<file path="src/rtl/seg_pkg.sv">
// Shared constants and types for the seven-segment display driver.
// Segment patterns are active-low, bit order {g,f,e,d,c,b,a}.
package seg_pkg;

  localparam int NUM_DIGITS = 4;

  typedef logic [3:0] bcd_t;
  typedef logic [6:0] seg_t;

  localparam seg_t SEG_0     = 7'h40;
  localparam seg_t SEG_1     = 7'h79;
  localparam seg_t SEG_2     = 7'h24;
  localparam seg_t SEG_3     = 7'h30;
  localparam seg_t SEG_4     = 7'h19;
  localparam seg_t SEG_5     = 7'h12;
  localparam seg_t SEG_6     = 7'h02;
  localparam seg_t SEG_7     = 7'h78;
  localparam seg_t SEG_8     = 7'h00;
  localparam seg_t SEG_9     = 7'h10;
  localparam seg_t SEG_MINUS = 7'h3F;
  localparam seg_t SEG_BLANK = 7'h7F;

  // Scan position; digit 0 is the rightmost digit.
  typedef enum logic [1:0] {
    DIG0 = 2'd0,
    DIG1 = 2'd1,
    DIG2 = 2'd2,
    DIG3 = 2'd3
  } scan_idx_t;

endpackage

</file>
<file path="src/rtl/bcd_to_seg.sv">
// Combinational BCD nibble to active-low seven-segment pattern.
// Non-decimal codes (10-15) show nothing rather than a hex glyph.
module bcd_to_seg
  import seg_pkg::*;
(
  input  bcd_t bcd,
  output seg_t seg
);

  // Lookup of the glyph for one decimal digit.
  always_comb begin
    seg = SEG_BLANK;
    case (bcd)
      4'd0:    seg = SEG_0;
      4'd1:    seg = SEG_1;
      4'd2:    seg = SEG_2;
      4'd3:    seg = SEG_3;
      4'd4:    seg = SEG_4;
      4'd5:    seg = SEG_5;
      4'd6:    seg = SEG_6;
      4'd7:    seg = SEG_7;
      4'd8:    seg = SEG_8;
      4'd9:    seg = SEG_9;
      default: seg = SEG_BLANK;
    endcase
  end

endmodule

</file>
<file path="src/rtl/seven_seg_scanner.sv">
// Four-digit multiplexed common-anode display driver. A BCD word is
// captured into shadow registers on load, then each digit is enabled in
// turn for REFRESH_DIV cycles with optional leading-zero blanking and a
// minus sign in the leftmost position.
module seven_seg_scanner
  import seg_pkg::*;
#(
  parameter int REFRESH_DIV = 100000
) (
  input  logic        clk,
  input  logic        reset,
  input  logic [15:0] digits,
  input  logic        load,
  input  logic        neg,
  input  logic        blank_lz,
  output logic [3:0]  an,
  output logic [6:0]  seg,
  output logic        dp
);

  localparam int CNT_W = $clog2(REFRESH_DIV);
  localparam logic [CNT_W-1:0] CNT_LAST = CNT_W'(REFRESH_DIV - 1);

  logic [CNT_W-1:0]      div_cnt;
  logic                  tick;
  scan_idx_t             idx;

  logic [15:0]           sh_digits;
  logic                  sh_neg;
  logic                  sh_lz;

  bcd_t                  nib [NUM_DIGITS];
  logic [NUM_DIGITS-1:0] is_zero;
  logic [NUM_DIGITS-1:0] lead_zero;

  bcd_t                  sel_nib;
  seg_t                  dec_seg;
  seg_t                  seg_next;

  // Refresh divider; the wrap cycle advances the scan.
  always_ff @(posedge clk or posedge reset) begin
    if (reset) begin
      div_cnt <= '0;
    end else if (div_cnt == CNT_LAST) begin
      div_cnt <= '0;
    end else begin
      div_cnt <= div_cnt + 1'b1;
    end
  end

  assign tick = (div_cnt == CNT_LAST);

  // Shadow copy of the input word so a frame never mixes old and new digits.
  always_ff @(posedge clk or posedge reset) begin
    if (reset) begin
      sh_digits <= '0;
      sh_neg    <= 1'b0;
      sh_lz     <= 1'b0;
    end else if (load) begin
      sh_digits <= digits;
      sh_neg    <= neg;
      sh_lz     <= blank_lz;
    end
  end

  generate
    for (genvar gi = 0; gi < NUM_DIGITS; gi++) begin : g_nib
      assign nib[gi]     = sh_digits[gi*4 +: 4];
      assign is_zero[gi] = (sh_digits[gi*4 +: 4] == 4'd0);
    end
  endgenerate

  // A digit is a leading zero when it and everything to its left are zero.
  // When a minus sign occupies digit 3, that position no longer blocks the
  // blanking of digit 2, so "-  7" rather than "-0 7".
  assign lead_zero[3] = is_zero[3] & ~sh_neg;
  assign lead_zero[2] = is_zero[2] & (is_zero[3] | sh_neg);
  assign lead_zero[1] = is_zero[1] & lead_zero[2];
  assign lead_zero[0] = 1'b0;

  assign sel_nib = nib[idx];

  bcd_to_seg u_bcd_to_seg (
    .bcd (sel_nib),
    .seg (dec_seg)
  );

  // Override priority: minus sign, then leading-zero blank, then glyph.
  always_comb begin
    seg_next = dec_seg;
    if ((idx == DIG3) && sh_neg) begin
      seg_next = SEG_MINUS;
    end else if (lead_zero[idx] && sh_lz) begin
      seg_next = SEG_BLANK;
    end
  end

  // Scan FSM plus registered anode/segment outputs. Outputs are built from
  // the pre-edge idx, so they trail idx by one cycle and the anode is a
  // clean one-hot-low word every cycle.
  always_ff @(posedge clk or posedge reset) begin
    if (reset) begin
      idx <= DIG0;
      an  <= 4'b1111;
      seg <= SEG_BLANK;
    end else begin
      if (tick) begin
        case (idx)
          DIG0:    idx <= DIG1;
          DIG1:    idx <= DIG2;
          DIG2:    idx <= DIG3;
          default: idx <= DIG0;
        endcase
      end
      an  <= ~(4'b0001 << idx);
      seg <= seg_next;
    end
  end

  assign dp = 1'b1;

endmodule

</file>
<file path="config.mk">
export PLATFORM = sky130hd
export DESIGN_NAME = seven_seg_scanner
export DESIGN_NICKNAME = d
export VERILOG_FILES = /design/src/rtl/seg_pkg.sv /design/src/rtl/bcd_to_seg.sv /design/src/rtl/seven_seg_scanner.sv
export SDC_FILE = /design/constraint.sdc
export NUM_CORES = 1
export LEC_CHECK = 0
export CORE_UTILIZATION = 54
export CTS_BUF_LIST = sky130_fd_sc_hd__clkbuf_8 sky130_fd_sc_hd__clkbuf_16
export DETAILED_ROUTE_END_ITERATION = 6
export GPL_ROUTABILITY_DRIVEN = 0
export PLACE_DENSITY = 0.79
export SLEW_MARGIN = 20
export SYNTH_ARGS = -nofsm -noshare
export SYNTH_HDL_FRONTEND = slang
export SYNTH_SLANG_ARGS = --single-unit
</file>
<file path="constraint.sdc">
create_clock -name clk -period 2.6 [get_ports clk]
set_input_delay 0.78 -clock clk [delete_from_list [all_inputs] [get_ports clk]]
set_output_delay 0.78 -clock clk [all_outputs]
set_load 0.05 [all_outputs]
</file>
Word-level counts from Yosys, hierarchy flattened
Memory sizes are Yosys's and may differ from the RTL's.
Cells that the tools add are included.
{ "op_classes": {"addsub": 1, "n_lt_le_gt_ge": 2, "n_eq_ne": 4, "shifts": 1, "mux": 9, "bitwise": 7, "n_reduce_logical": 6} }
{ "op_table": {"columns": ["operator", "n"], "rows": [
  ["17-bit by 1-bit adder with 17-bit output, second input constant", 1],
  ["17-bit equality test, second input constant", 1],
  ["17-bit two-way mux", 1],
  ["7-bit two-way mux", 2],
  ["4-bit zero test", 3],
  ["4-bit binary-select mux with 2-bit select", 1],
  ["4-bit two-way mux", 2],
  ["2-bit case mux with 3 select lines", 1],
  ["2-bit equality test, second input constant", 2],
  ["4-bit inverter", 1],
  ["1-bit by 2-bit left shift with 4-bit output, first input constant", 1],
  ["1-bit bitwise AND", 3],
  ["3-bit greater-or-equal comparator, second input constant", 1],
  ["2-bit by 3-bit < comparator with 1-bit output, second input constant", 1],
  ["2-bit inverter with 3-bit output", 1],
  ["1-bit binary-select mux with 2-bit select", 1],
  ["2-bit by 1-bit equality test with 1-bit output, second input constant", 1],
  ["1-bit logical AND", 2],
  ["2-bit zero test", 1],
  ["1-bit two-way mux", 1],
  ["1-bit inverter", 1],
  ["1-bit bitwise OR", 1]
]} }
{ "word_totals": {"ff_bits": 48, "romBits": 112, "input_bits": 21, "word_cells": 38, "n_memories": 1} }
{ "memory_table": {"columns": ["memory", "depth", "width", "read_ports", "rd_clocked_by_memory_dff", "wr", "line", "rtl"], "rows": [
  ["(name not given)", 16, 7, 1, 0, 0, "bcd_to_seg.sv:13", "case (bcd)"]
]} }

Longest topological paths before layout
Gate-level depths: netlist of the first run.
{ "logic_depth": {"depth_word": 9, "mapped_depth": 8} }

Modules after synthesis
A second synthesis of the first run with hierarchy kept.
{ "hier_totals": {"hier_cells": 203, "area_unflattened_um2": 2381.0} }
{ "modules_own_cells": {"columns": ["mod", "instances", "cells_each", "area_each_um2", "seq_area_each_um2"], "rows": [
  ["seven_seg_scanner", 1, 170, 2170.8, 1214.9],
  ["bcd_to_seg", 1, 33, 210.2, 0.0]
]} }

Worst setup path before layout of the first run
Ideal clock, no wire load.
{ "synth_path": {"path_kind": "register to register", "from": "register idx[1]", "to": "register seg[5]", "setup_ns": 0.099, "arrival_ns": 1.747, "t_required_ns": 2.501, "slack_ns": 0.754, "stages_incl_launch_ff": 7, "synth_period_minus_slack_ns": 1.846, "cell_sequence": "dfrtp_1 -> buf_4 -> mux4_2 -> ha_1 -> or2_2 -> a21oi_1 -> o21ai_0"} }
{ "synth_via": {"elab_chain_len": 7, "elab_cells_between_ends": 12, "cone_classes": "eq/ne: 1; mux: 7; bitwise: 1; reduce/logical: 2; memory: 1"} }
{ "synth_lines": {"columns": ["item", "line", "rtl"], "rows": [
  ["start, declared", "seven_seg_scanner.sv:26", "scan_idx_t idx;"],
  ["start signal, assigned", "seven_seg_scanner.sv:103", "idx <= DIG0;"],
  ["start signal, assigned", "seven_seg_scanner.sv:109", "DIG0: idx <= DIG1;"],
  ["start signal, assigned", "seven_seg_scanner.sv:110", "DIG1: idx <= DIG2;"],
  ["2-bit inverter with 3-bit output (not written as such)", "seven_seg_scanner.sv:81", "assign sel_nib = nib[idx];"],
  ["4-bit binary-select mux with 2-bit select", "seven_seg_scanner.sv:81", null],
  ["4-bit two-way mux (not written as such) (2 in series)", "seven_seg_scanner.sv:81", null],
  ["memory read 16 x 7 bit", null, null],
  ["7-bit two-way mux", "seven_seg_scanner.sv:93", "end else if (lead_zero[idx] && sh_lz) begin"],
  ["7-bit two-way mux *", "seven_seg_scanner.sv:91", "if ((idx == DIG3) && sh_neg) begin"],
  ["via seg_next[5]", "seven_seg_scanner.sv:38", "seg_t seg_next;"],
  ["end signal, assigned", "seven_seg_scanner.sv:116", "seg <= seg_next;"],
  ["end, declared", "seven_seg_scanner.sv:17", "output logic [6:0] seg,"]
]} }
Mark *: on every way through the listed nets, which the timed path passes. The rest lies on a longest branch. The select of a mux whose other input is x is not followed.
A chain may end at the register's enable or synchronous reset.

Worst setup path in the final report of the first run
{ "layout_path": {"from": "register seg[0]", "to": "output port seg[0]"} }
No word-level cell between the ends.

==> results.tsv, run 1 <==
stage	metric	value	unit
global_route	first-pass GRT wire length	6840	microns
clock_tree	cts repair resizes	0	
yosys	cells after synthesis	190	
pwr	combinational power share	0.173	
setup_path	Crit. path cell count	1	
yosys	share of the synthesized area in the top cell type	0.407	
global_route	grt ovf	0	
route	antenna-violating nets left	0	
pwr	P per Cell Area	562	nW/um^2
timing	RSZ-0062 raised after global routing	false	
clock_tree	Max clock buf depth	2	
timing	Slew Viols, Final	0	
timing	Final Hold Vio Count	0	
pwr	Sw Ratio	0.278	
timing	fmax	416	MHz
finish	layout cell share with drive strength beyond 1	0.230	
yosys	Yosys warnings	0	
yosys	largest family of logic cells by synthesized area	multiplexers	
clock_tree	worst-skew pair later-pin latency	300	ps
clock_tree	clock root buffer	clkbuf_8	
yosys	Syn Area/Cell	12.0	sq um
pwr	clock power share	0.285	
status	status	finished, final reports clean	
route	1st-pass router iterations	7	
clock_tree	Num CTS Buffers	5	
placement	dpl ws	519	ps
setup_path	Crit Reg-Reg Endpoint	seg[5]$_DFF_PP1_	
setup_path	reg2reg path depth	5	
die	initial core utilization	0.565	
yosys	Mapped Area	2280	sq um
clock_tree	# H-tree levels	2	
finish	nets@finish	256	
route	DR iter-0 viols	135	
job	max_cap viols	0	
clock_tree	cts hold-fix bufs	0	
yosys	Post-synth EDFFs	0	
yosys	proportion of synthesized area in mux cells	0.132	
clock_tree	clock transition at the registers of the reported paths	90	ps
route	DR WL met2	2090	microns
placement	Port-buffer cells	31	
finish	Antenna diodes	0	
route	max layer used	met4	
die	die area	4480	sq um
finish	Fill cells	305	
setup_path	critical-path cell list	clkdlybuf4s50_1	
timing	crit path time final	2400	ps
worst_hold_path	Hold EP	div_cnt[0]$_DFF_PP0_	
timing	worst slew pin tran	689	ps
yosys	Synth cell types	37	
setup_path	Crit path max-delay family	buffers and inverters	
finish	Area Overhead vs Synth	20.3	%
timing	# setup viols final	0	
clock_tree	CTS tree	done	
route	vias	1536	
pwr	Worst VDD drop	298	uV
yosys	commonest cells in the synthesized netlist	dfrtp_1 (37), mux2_2 (19), nor2_1 (15), nand2_1 (13), inv_1 (12)	
route	DRC	0	
worst_hold_path	worst min-delay path class	reg -> reg	
die	Core Footprint	4030	sq um
yosys	area leader, netlist	dfrtp_1	
global_route	number of global-route vias before repair	1483	
pwr	part of the power in registers	0.542	
yosys	Synth Area in Compound Gates	0.0484	
setup_path	reg2reg setup slack	580	ps
yosys	post-synth net total	221	
die	Die Ht	66.9	microns
timing	slew margin rel.	0.538	
setup_path	CP max FO	1	
setup_path	CP Class	reg -> out	
yosys	sequential share of the synthesized area	0.534	
route	met1 WL	1830	microns
timing	final worst setup slack	196	ps
pwr	total power	1.54	mW
worst_hold_path	hold path depth	1	
global_route	initial antenna violation count	0	
pwr	P_int	1.11	mW
clock_tree	CTS Sinks	48	
yosys	Adder-Cell Fraction of Synth Area	0.0549	
finish	fin util	0.680	
timing	Setup TNS Final	0	ps
setup_path	CP peak stage delay	790	ps
clock_tree	Post-CTS Repair Setup Buffers	0	
global_route	largest net degree at the start of global routing	31	
die	row count	23	
setup_path	CP startpoint kind	register	
pwr	NetSw	0.429	mW
route	Via density	5.57	
yosys	count leader, synth	dfrtp_1	
yosys	XOR/XNOR Fraction of Synth Area	0.0577	
placement	post-detail-place hpwl	3210	microns
route	final WL	4190	microns
worst_hold_path	HP Start	div_cnt[0]$_DFF_PP0_	
setup_path	worst path required time	1820	ps
setup_path	Worst path slowest cell	clkdlybuf4s50_1	
timing	fin crit share	0.925	
yosys	Post-synth top flop	dfrtp_1	
die	Top-Level Pins	33	
setup_path	worst r2r src	idx[0]$_DFFE_PP0N_	
yosys	synth top area cells	dfrtp_1 (41%), dfstp_2 (13%), mux2_2 (9.4%)	
pwr	leakage	1.17	nW
yosys	Synth Area in Simple Gates	0.132	
setup_path	critical path endpoint category	output pin	
die	Die Span X	66.9	microns
setup_path	Buffers & Inverters on Critical Path	1	
route	WL met3	198	microns
yosys	Yosys reg bits	48	
setup_path	worst path arrival time	1620	ps
timing	Worst Skew	10.9	ps
route	drt wl/cell	15.2	microns
global_route	Total GRT Usage	0.213	
timing	worst hold slack	489	ps
yosys	post-synthesis async set-or-reset flop share	1.00	
[flip-flops by register name (all words and copies together) (netlist names)]
signal / cells
sh_neg: 1
idx: 2
an: 4
seg: 7
sh_lz: 1
sh_digits: 16
div_cnt: 17
[routing by layer]
layer,GRT usage,vias to the layer above
met5,0,-
met1,0.272,747
met4,0.0931,0
met3,0.0428,8
met2,0.348,54
li1,-,727
[power groups by stage]
| stage | registers, mW | logic [mW] | clock network [mW] |
|---|---|---|---|
| finish | 0.835 | 0.267 | 0.438 |
| global route | 0.841 | 0.286 | 0.485 |
| CTS | 0.836 | 0.268 | 0.444 |
| detailed placement | 0.850 | 0.267 | 0 |
| global placement | 0.846 | 0.255 | 0 |
| floorplan | 0.911 | 0.107 | 0 |
[cell families (layout without fill, tap and decap cells)]
family | Yosys count | in the layout
simple gates | 56 | 56
other cells | 1 | 1
fa+ha+maj | 10 | 10
flops | 48 | 48
xor+xnor | 15 | 15
compound gates | 17 | 17
mux | 24 | 24
buf+inv | 19 | 55
[cells in the final DEF, fill, tap and decap left out, types with 3 or more instances in the layout]
master / count
mux2_2: 19
nor4_1: 3
xor2_1: 6
buf_4: 3
nand3_1: 8
nand2_1: 13
inv_1: 11
xnor2_1: 9
nand4_1: 5
nor2_1: 15
clkdlybuf4s50_1: 31
ha_1: 10
mux4_2: 3
nor3_1: 3
dfstp_2: 11
o21ai_0: 5
dfrtp_1: 37
a21oi_1: 4
clkbuf_8: 5
[through the flow]
step,instance area [sq um],instances
after floorplan,2280,190
after global placement,2650,268
after detailed placement,2650,268
after CTS,2740,276
after global routing,2740,276
final,2740,276
[final cells by class]
type                       count  area [sq um]  area share
timing repair buffer          35           353       0.129
inverter                      12          45.0      0.0164
clock buffer                   5          68.8      0.0251
tap                           50          62.6      0.0228
sequential                    48          1210       0.443
clock inverter                 3          23.8     0.00868
multi-input combinational    123           972       0.355
[worst max-delay path by stage]
| stage | startpoint | to | slack [ps] |
|---|---|---|---|
| after floorplan | reset | div_cnt[0]$_DFF_PP0_ | 690 |
| after global routing | seg[0]$_DFF_PP1_ | seg[0] | 150 |
| final | seg[0]$_DFF_PP1_ | seg[0] | 200 |
| after CTS | seg[1]$_DFF_PP1_ | seg[1] | 190 |
| after detailed placement | seg[1]$_DFF_PP1_ | seg[1] | 520 |
| after global placement | seg[4]$_DFF_PP1_ | seg[4] | 540 |
No activity file was read; power rests on OpenSTA's default activity.
==> run 2, diff against run 1 <==
- SLEW_MARGIN: 20 -> unset
==> results of run 2 <==
Same layout as run 1: the final DEF is identical, and so are final timing and power.
